===== src/rtl/full_adder32_pkg.sv =====
// Shared sizing and the expanded group-lookahead carry for full_adder32.
package full_adder32_pkg;
  localparam int WIDTH       = 32;
  localparam int GROUP_W     = 4;
  localparam int N_GROUPS    = WIDTH / GROUP_W;
  localparam int HALF        = WIDTH / 2;
  localparam int HALF_GROUPS = HALF / GROUP_W;

  // Carry into group k of a half, in sum-of-products form:
  // OR_j ( GG[j] & PG[j+1..k-1] )  |  ( PG[0..k-1] & cin ).
  function automatic logic la_carry(input logic [HALF_GROUPS-1:0] gg,
                                    input logic [HALF_GROUPS-1:0] pg,
                                    input logic                   cin,
                                    input int                     k);
    logic c;
    logic term;
    c = 1'b0;
    for (int j = 0; j < k; j++) begin
      term = gg[j];
      for (int m = j + 1; m < k; m++) term = term & pg[m];
      c = c | term;
    end
    term = cin;
    for (int m = 0; m < k; m++) term = term & pg[m];
    return c | term;
  endfunction
endpackage


===== src/rtl/full_adder32_cla4.sv =====
// 4-bit carry-lookahead group: sum plus group propagate/generate.
module full_adder32_cla4 (
  input  logic [3:0] a,
  input  logic [3:0] b,
  input  logic       cin,
  output logic [3:0] sum,
  output logic       pg,
  output logic       gg
);
  logic [3:0] g, p;
  logic [3:0] c;

  assign g = a & b;
  assign p = a ^ b;

  assign c[0] = cin;
  assign c[1] = g[0] | (p[0] & cin);
  assign c[2] = g[1] | (p[1] & g[0]) | (p[1] & p[0] & cin);
  assign c[3] = g[2] | (p[2] & g[1]) | (p[2] & p[1] & g[0]) | (p[2] & p[1] & p[0] & cin);

  assign sum = p ^ c;
  assign pg  = &p;
  assign gg  = g[3] | (p[3] & g[2]) | (p[3] & p[2] & g[1]) | (p[3] & p[2] & p[1] & g[0]);
endmodule


===== src/rtl/full_adder32.sv =====
// Registered 32-bit CLA adder, s = a + b mod 2^32.
// Define FULL_ADDER32_PIPE_EN for a two-stage (latency 2) split at bit 16.
module full_adder32
  import full_adder32_pkg::*;
(
  input  logic             clk,
  input  logic             rst,
  input  logic [WIDTH-1:0] a,
  input  logic [WIDTH-1:0] b,
  output logic [WIDTH-1:0] s
);
  logic [N_GROUPS-1:0][GROUP_W-1:0] grp_a, grp_b, grp_sum;
  logic [N_GROUPS-1:0]              grp_cin, grp_pg, grp_gg;
  logic [WIDTH-1:0]                 sum_flat;
  logic [HALF-1:0]                  hi_a, hi_b;
  logic                             c16, hi_cin;

  assign grp_a    = {hi_a, a[HALF-1:0]};
  assign grp_b    = {hi_b, b[HALF-1:0]};
  assign sum_flat = grp_sum;

  for (genvar g = 0; g < N_GROUPS; g++) begin : g_grp
    if (g < HALF_GROUPS) begin : g_lo
      assign grp_cin[g] = la_carry(grp_gg[HALF_GROUPS-1:0], grp_pg[HALF_GROUPS-1:0],
                                   1'b0, g);
    end else begin : g_hi
      assign grp_cin[g] = la_carry(grp_gg[N_GROUPS-1:HALF_GROUPS],
                                   grp_pg[N_GROUPS-1:HALF_GROUPS], hi_cin, g - HALF_GROUPS);
    end
    full_adder32_cla4 u_cla4 (
      .a   (grp_a[g]),
      .b   (grp_b[g]),
      .cin (grp_cin[g]),
      .sum (grp_sum[g]),
      .pg  (grp_pg[g]),
      .gg  (grp_gg[g])
    );
  end

  assign c16 = la_carry(grp_gg[HALF_GROUPS-1:0], grp_pg[HALF_GROUPS-1:0], 1'b0, HALF_GROUPS);

`ifdef FULL_ADDER32_PIPE_EN
  // Stage 1 holds the low half result, its carry-out and the untouched high operands.
  logic [HALF-1:0] lo_sum_q, a_hi_q, b_hi_q;
  logic            c16_q;

  assign hi_a   = a_hi_q;
  assign hi_b   = b_hi_q;
  assign hi_cin = c16_q;

  always_ff @(posedge clk) begin
    if (rst) begin
      lo_sum_q <= '0;
      a_hi_q   <= '0;
      b_hi_q   <= '0;
      c16_q    <= 1'b0;
      s        <= '0;
    end else begin
      lo_sum_q <= sum_flat[HALF-1:0];
      a_hi_q   <= a[WIDTH-1:HALF];
      b_hi_q   <= b[WIDTH-1:HALF];
      c16_q    <= c16;
      s        <= {sum_flat[WIDTH-1:HALF], lo_sum_q};
    end
  end
`else
  assign hi_a   = a[WIDTH-1:HALF];
  assign hi_b   = b[WIDTH-1:HALF];
  assign hi_cin = c16;

  always_ff @(posedge clk) begin
    if (rst) s <= '0;
    else     s <= sum_flat;
  end
`endif
endmodule


===== config.mk =====
export PLATFORM = sky130hd
export DESIGN_NAME = full_adder32
export DESIGN_NICKNAME = d
export VERILOG_FILES = /design/src/rtl/full_adder32_pkg.sv /design/src/rtl/full_adder32_cla4.sv /design/src/rtl/full_adder32.sv
export SDC_FILE = /design/constraint.sdc
export NUM_CORES = 1
export LEC_CHECK = 0
export CORE_ASPECT_RATIO = 2
export CORE_MARGIN = 4
export CORE_UTILIZATION = 43
export DETAILED_ROUTE_END_ITERATION = 7
export PLACE_DENSITY = 0.81
export SLEW_MARGIN = 5
export SYNTH_ARGS = -nofsm -noshare
export SYNTH_HDL_FRONTEND = slang
export SYNTH_SLANG_ARGS = --single-unit

===== constraint.sdc =====
create_clock -name clk -period 3.63 [get_ports clk]
set_input_delay 0.726 -clock clk [delete_from_list [all_inputs] [get_ports clk]]
set_output_delay 0.726 -clock clk [all_outputs]
set_load 0.03 [all_outputs]

==> metrics.cfg, run 1 <==
[run_status]
status=finished clean

[logic_synthesis]
synth_most_common_cell=dfxtp_1
synth.largest_area_cell=dfxtp_1
synth_area_um2=2335
synth_ff_type=dfxtp_1
ys_seq_area_share_pct=27.44
synthArstFlopShare_pct=0
synth_edf_count=0
yosysWarnings=0
synthTopCellsByArea=dfxtp_1, ha_1, fa_1
avgSynthCellArea_um2=9.049
synth.distinct_cells=50
ys_top_cells_by_count=dfxtp_1, ha_1, nor2_1, a21oi_1, nand2_1
synth_top_area_share_pct=27.44
syn_nets=363
synth_seq_cells=32
syn_inst=258

[hold_path]
min-delay-start=b[0]
holdPathEnd=s[0]$_SDFF_PP0_
hold_depth=3
hold_class=in2reg

[sta]
tightest_slew_ps=581.8
setup-tns-final_ps=0
rsz0062_at_grt=false
whs_ps=1138
timing.fmax_mhz=316.5
period_needed_ps=3160
hold_violations=0
finalCritPeriodShare_pct=87.05
slew_headroom_pct=61.11
final_max_slew_viol_count=0
finalSetupViolations=0

[die]
die_area_um2=6744
fp.dieW_um=60.11
start_util_pct=45.03
fp.coreArea_um2=5185
die_y_um=112.2
io_pins=98
fp-row-count=37

[clock_tree]
numClockSinks=32
cts_root_buf=clkbuf_8
htreeDepth=2
cts_setup_buffers=0
cts_made_buffers=5
ctsLongestPathBuffers=2
cts.reportedPaths.clkPinSlew_ps=70
cts_resized=0
tritoncts=built
holdBufCountCts=0

[critical_path]
critPathLaunchType=input port
path_common_cell=a21o_1
crit_chain=clkdlybuf4s50_1, ha_1, a211o_1, a21o_1, nand3_4, nand3_1, a21o_1, a21o_1, fa_1, xnor2_1, nor2_1
cp_slowest_cell=clkdlybuf4s50_1
worstSetupPathType=in2reg
crit_path_end_kind=flip-flop
required_ps=3800
path_max_fanout=6
slowest_delay_ps=450
cp_data_arrival_time_ps=3330

[grt]
grt_max_degree=42
global_route.usage.total_pct=19.24
grt_antenna_before_repair=0
grt-ovfl-total=0
grt_pass1_vias=2323
grt_first_pass_wirelength_um=10070

[power_and_ir_drop]
pwr-share-clk_pct=24.3
switching_share_pct=34.00
p_per_area_nw_per_um2=359.8
intPower_mw=0.8296
p_switching_mw=0.4274
p_total_mw=1.257
p_leak_nw=1.481
seq_power_share_pct=32.7
peakVddDrop_v=0.0003568
power_frac_comb_pct=43.0

[final_layout]
regMostFlops=s
drive_above_1_share_pct=6.077
area_growth_syn_to_layout_pct=49.62
largest_register_ffs=32
top_regs=s x32
fill_cells=434
regArea_um2=640.6
final_util_pct=67.37
fin_nets=467
antenna_cells=0
multi_input_area_um2=1638

[drt]
routedWlPerCell_um=14.26
drc=0
wl_um=5989
vias=2222
viasPerCell=5.290
drtAntennaViolNets=0
drt_iter0_drc=36
drt_first_pass_iters=4

[placed_design]
place.gp.congestion=0.8064
portBuffers=97
dpl.hpwl_um=5028

[flow_run]
maxCapViolations=0

power by group through the flow:
stage               combinational [mW]  sequential, mW  clock [mW]
floorplan                        0.219           0.518           0
global placement                 0.534           0.419           0
detailed placement               0.544           0.420           0
CTS                              0.547           0.412       0.313
global route                     0.592           0.416       0.327
finish                           0.541           0.411       0.305
logic make-up (layout without fill, tap and decap cells):
family | Yosys count | count (layout) | share of synthesized area (%)
mux | 4 | 4 | 1.929
fa+ha+maj | 39 | 39 | 23.47
flops | 32 | 32 | 27.44
buf+inv | 15 | 119 | 2.412
xor+xnor | 14 | 14 | 5.574
simple gates | 86 | 86 | 19.67
compound gates | 68 | 68 | 19.51
layout make-up:
cell class                      instances  area share (%)
Multi-Input combinational cell        211           46.88
Timing Repair Buffer                  102           28.87
Sequential cell                        32           18.34
Clock buffer                            7           2.758
Tap cell                               58           2.077
Inverter                               10           1.074
worst max-delay path by stage:
stage / end / slack (ps) / startpoint
CTS: s[21]$_SDFF_PP0_ / 470 / a[1]
finish: s[21]$_SDFF_PP0_ / 470 / a[1]
global placement: s[21]$_SDFF_PP0_ / 220 / a[1]
detailed placement: s[21]$_SDFF_PP0_ / 170 / a[1]
global route: s[21]$_SDFF_PP0_ / 330 / a[1]
floorplan: s[21]$_SDFF_PP0_ / 760 / a[15]
worst max-delay path, delay by kind of cell:
family                     cells  cell delay (ps)
buffers and inverters          1              450
and+or+nand+nor                3              300
AOI/OAI and AO/OA              4              980
xor gates and xnor gates       1              160
adders and majority gates      2              700
stage by stage:
stage | cell area, um2 | worst slack [ps] | instances
6_report | 3493 | 470.2 | 420
5_1_grt | 3493 | 328.5 | 420
4_1_cts | 3493 | 471.7 | 420
3_5_place_dp | 3397 | 172.1 | 413
3_3_place_gp | 3397 | 224.4 | 413
2_1_floorplan | 2335 | 755.4 | 258
layer usage:
| layer | wire length (um) | global-route usage, % |
|---|---|---|
| met1 | 2088 | 18.98 |
| met2 | 3421 | 35.40 |
| met3 | 290 | 4.028 |
| met4 | 188 | 9.615 |
| met5 | 0 | 0 |
layout by cell type (no fill, tap or decap), types with 5 or more instances in the layout:
cell type | netlist | final
ha_1 | 31 | 31
xnor2_1 | 10 | 10
o21ai_1 | 11 | 11
fa_1 | 8 | 8
buf_4 | 0 | 5
nand3_1 | 7 | 7
clkbuf_8 | 0 | 7
nand2_1 | 14 | 14
dfxtp_1 | 32 | 32
a21o_1 | 9 | 9
nor2b_1 | 10 | 10
nor2_1 | 27 | 27
clkdlybuf4s50_1 | 0 | 97
a21oi_1 | 18 | 18
inv_1 | 8 | 8
Note: power is estimated with default switching activity, not from simulation.
==> run 2, diff against run 1 <==
--- a/config.mk
+++ b/config.mk
@@ -9,7 +9,7 @@
 export CORE_MARGIN = 4
 export CORE_UTILIZATION = 43
 export DETAILED_ROUTE_END_ITERATION = 7
-export PLACE_DENSITY = 0.81
+export PLACE_DENSITY = 0.92
 export SLEW_MARGIN = 5
 export SYNTH_ARGS = -nofsm -noshare
 export SYNTH_HDL_FRONTEND = slang
==> run 2 against run 1 <==
Net effect: the run now ends with design-rule violations left; setup slack lost 83 ps; flip-flop and latch count unchanged; combinational power up 2%; count of clock-buffer cells in the layout unchanged; global-route usage rose by 1.0 points; design area down 0.29%; maximum frequency is 2.6% lower; via count is 5.5% higher; sequential power barely moved; core utilization down 0.19 points; non-clock buffer count shrank 1; die area is the same.
==> metrics.cfg, run 2 (synthesis gave the netlist of run 1 again) <==
[run_status]
status=finished, violations left
violations=design-rule violations

[grt]
grt_max_degree=42
grt_pass1_vias=2506
grt_antenna_before_repair=0
grt-ovfl-total=0
grt_first_pass_wirelength_um=10540
global_route.usage.total_pct=20.29

[hold_path]
hold_class=in2reg
min-delay-start=b[0]

[clock_tree]
numClockSinks=32
cts_made_buffers=5
ctsLongestPathBuffers=2
cts.reportedPaths.clkPinSlew_ps=70
cts_root_buf=clkbuf_8
htreeDepth=2
cts_resized=0
tritoncts=built
cts_setup_buffers=0
holdBufCountCts=0

[final_layout]
final_util_pct=67.18
regMostFlops=s
final_common_cell=clkdlybuf4s50_1
top_regs=s x32
antenna_cells=0
fin_nets=466
largest_register_ffs=32
final_cells=420
most-common-layout-cells=clkdlybuf4s50_1, dfxtp_1, ha_1, nor2_1, a21oi_1
finalInstanceArea_um2=3483
drive_above_1_share_pct=5.801
area_growth_syn_to_layout_pct=49.20

[power_and_ir_drop]
p_per_area_nw_per_um2=362.1
p_total_mw=1.261
peakVddDrop_v=0.0003325
p_leak_nw=1.469

[sta]
hold_violations=0
setup-tns-final_ps=0
rsz0062_at_grt=false
slew_headroom_pct=59.24
tightest_slew_ps=609.8
final_max_slew_viol_count=0
finalCritPeriodShare_pct=89.34
finalSetupViolations=0
setup_ws_ps=387.1
period_needed_ps=3243
timing.fmax_mhz=308.4
whs_ps=1144

[placed_design]
postPlaceCellArea_um2=3390
portBuffers=97
dpl.hpwl_um=5587
post-place-cells=412
place_ws_ps=134.9
place.gp.congestion=0.8011

[critical_path]
critPathLaunchType=input port
slowest_delay_ps=400
cp_data_arrival_time_ps=3410
path_common_cell=a21o_1
crit_chain=clkdlybuf4s50_1, ha_1, and4_1, and2_1, a22oi_4, nand3_1, a21o_1, a21o_1, fa_1, xnor2_1, nor2_1
worstSetupPathType=in2reg
path_max_fanout=6
crit_path_start=a[13]
crit_buf_inv=1
cp_slowest_cell=clkdlybuf4s50_1
crit_path_end_kind=flip-flop
required_ps=3800
cp_top_family=adder cells

[drt]
route.met3.wl_um=340
topRoutingLayerUsed=met4
viasPerCell=5.581
drc=2
drtAntennaViolNets=0
wl_met2_um=4026
vias=2344
drt_first_pass_iters=8
wl_um=6703
routedWlPerCell_um=15.96
met1_length_um=2105
drt_iter0_drc=77

[die]
die_area_um2=6744
die_y_um=112.2
start_util_pct=45.03
fp-row-count=37
fp.dieW_um=60.11
fp.coreArea_um2=5185
io_pins=98

[flow_run]
maxCapViolations=0

## run 2: final cells by class
class                           count  area, um2
Fill cell                         433       1702
Multi-Input combinational cell    211       1638
Timing Repair Buffer              101       1001
Sequential cell                    32      640.6
Clock buffer                        7      86.33
Tap cell                           58      72.57
Inverter                           10      37.54
Clock inverter                      1      7.507
## run 2: path summary, 6_finish.rpt
check / cells after the start / endpoint
max: 11 / s[21]$_SDFF_PP0_
min: 3 / s[0]$_SDFF_PP0_
## run 2: metal layers
layer	GRT usage [%]	vias up
li1	-	1130
met4	11.09	0
met3	3.337	21
met2	41.33	93
met1	16.18	1100
met5	0	-
## run 2: tightest hold or removal path: stages
cell and delay [ps]:
clkdlybuf4s50_1 460, ha_1 110, nor2b_1 100
## run 2: power breakdown
group	internal, mW	switching, mW	total [mW]
logic	0.261	0.290	0.551
clock network	0.154	0.143	0.297
registers	0.399	0.0140	0.413
==> run 3, diff against run 2 <==
--- a/config.mk
+++ b/config.mk
@@ -10,7 +10,7 @@
 export CORE_UTILIZATION = 43
 export DETAILED_ROUTE_END_ITERATION = 7
 export PLACE_DENSITY = 0.92
-export SLEW_MARGIN = 5
+export SLEW_MARGIN = 20
 export SYNTH_ARGS = -nofsm -noshare
 export SYNTH_HDL_FRONTEND = slang
 export SYNTH_SLANG_ARGS = --single-unit
==> results of run 3 <==
The final DEF is identical to that of run 2; final timing and power are the same.
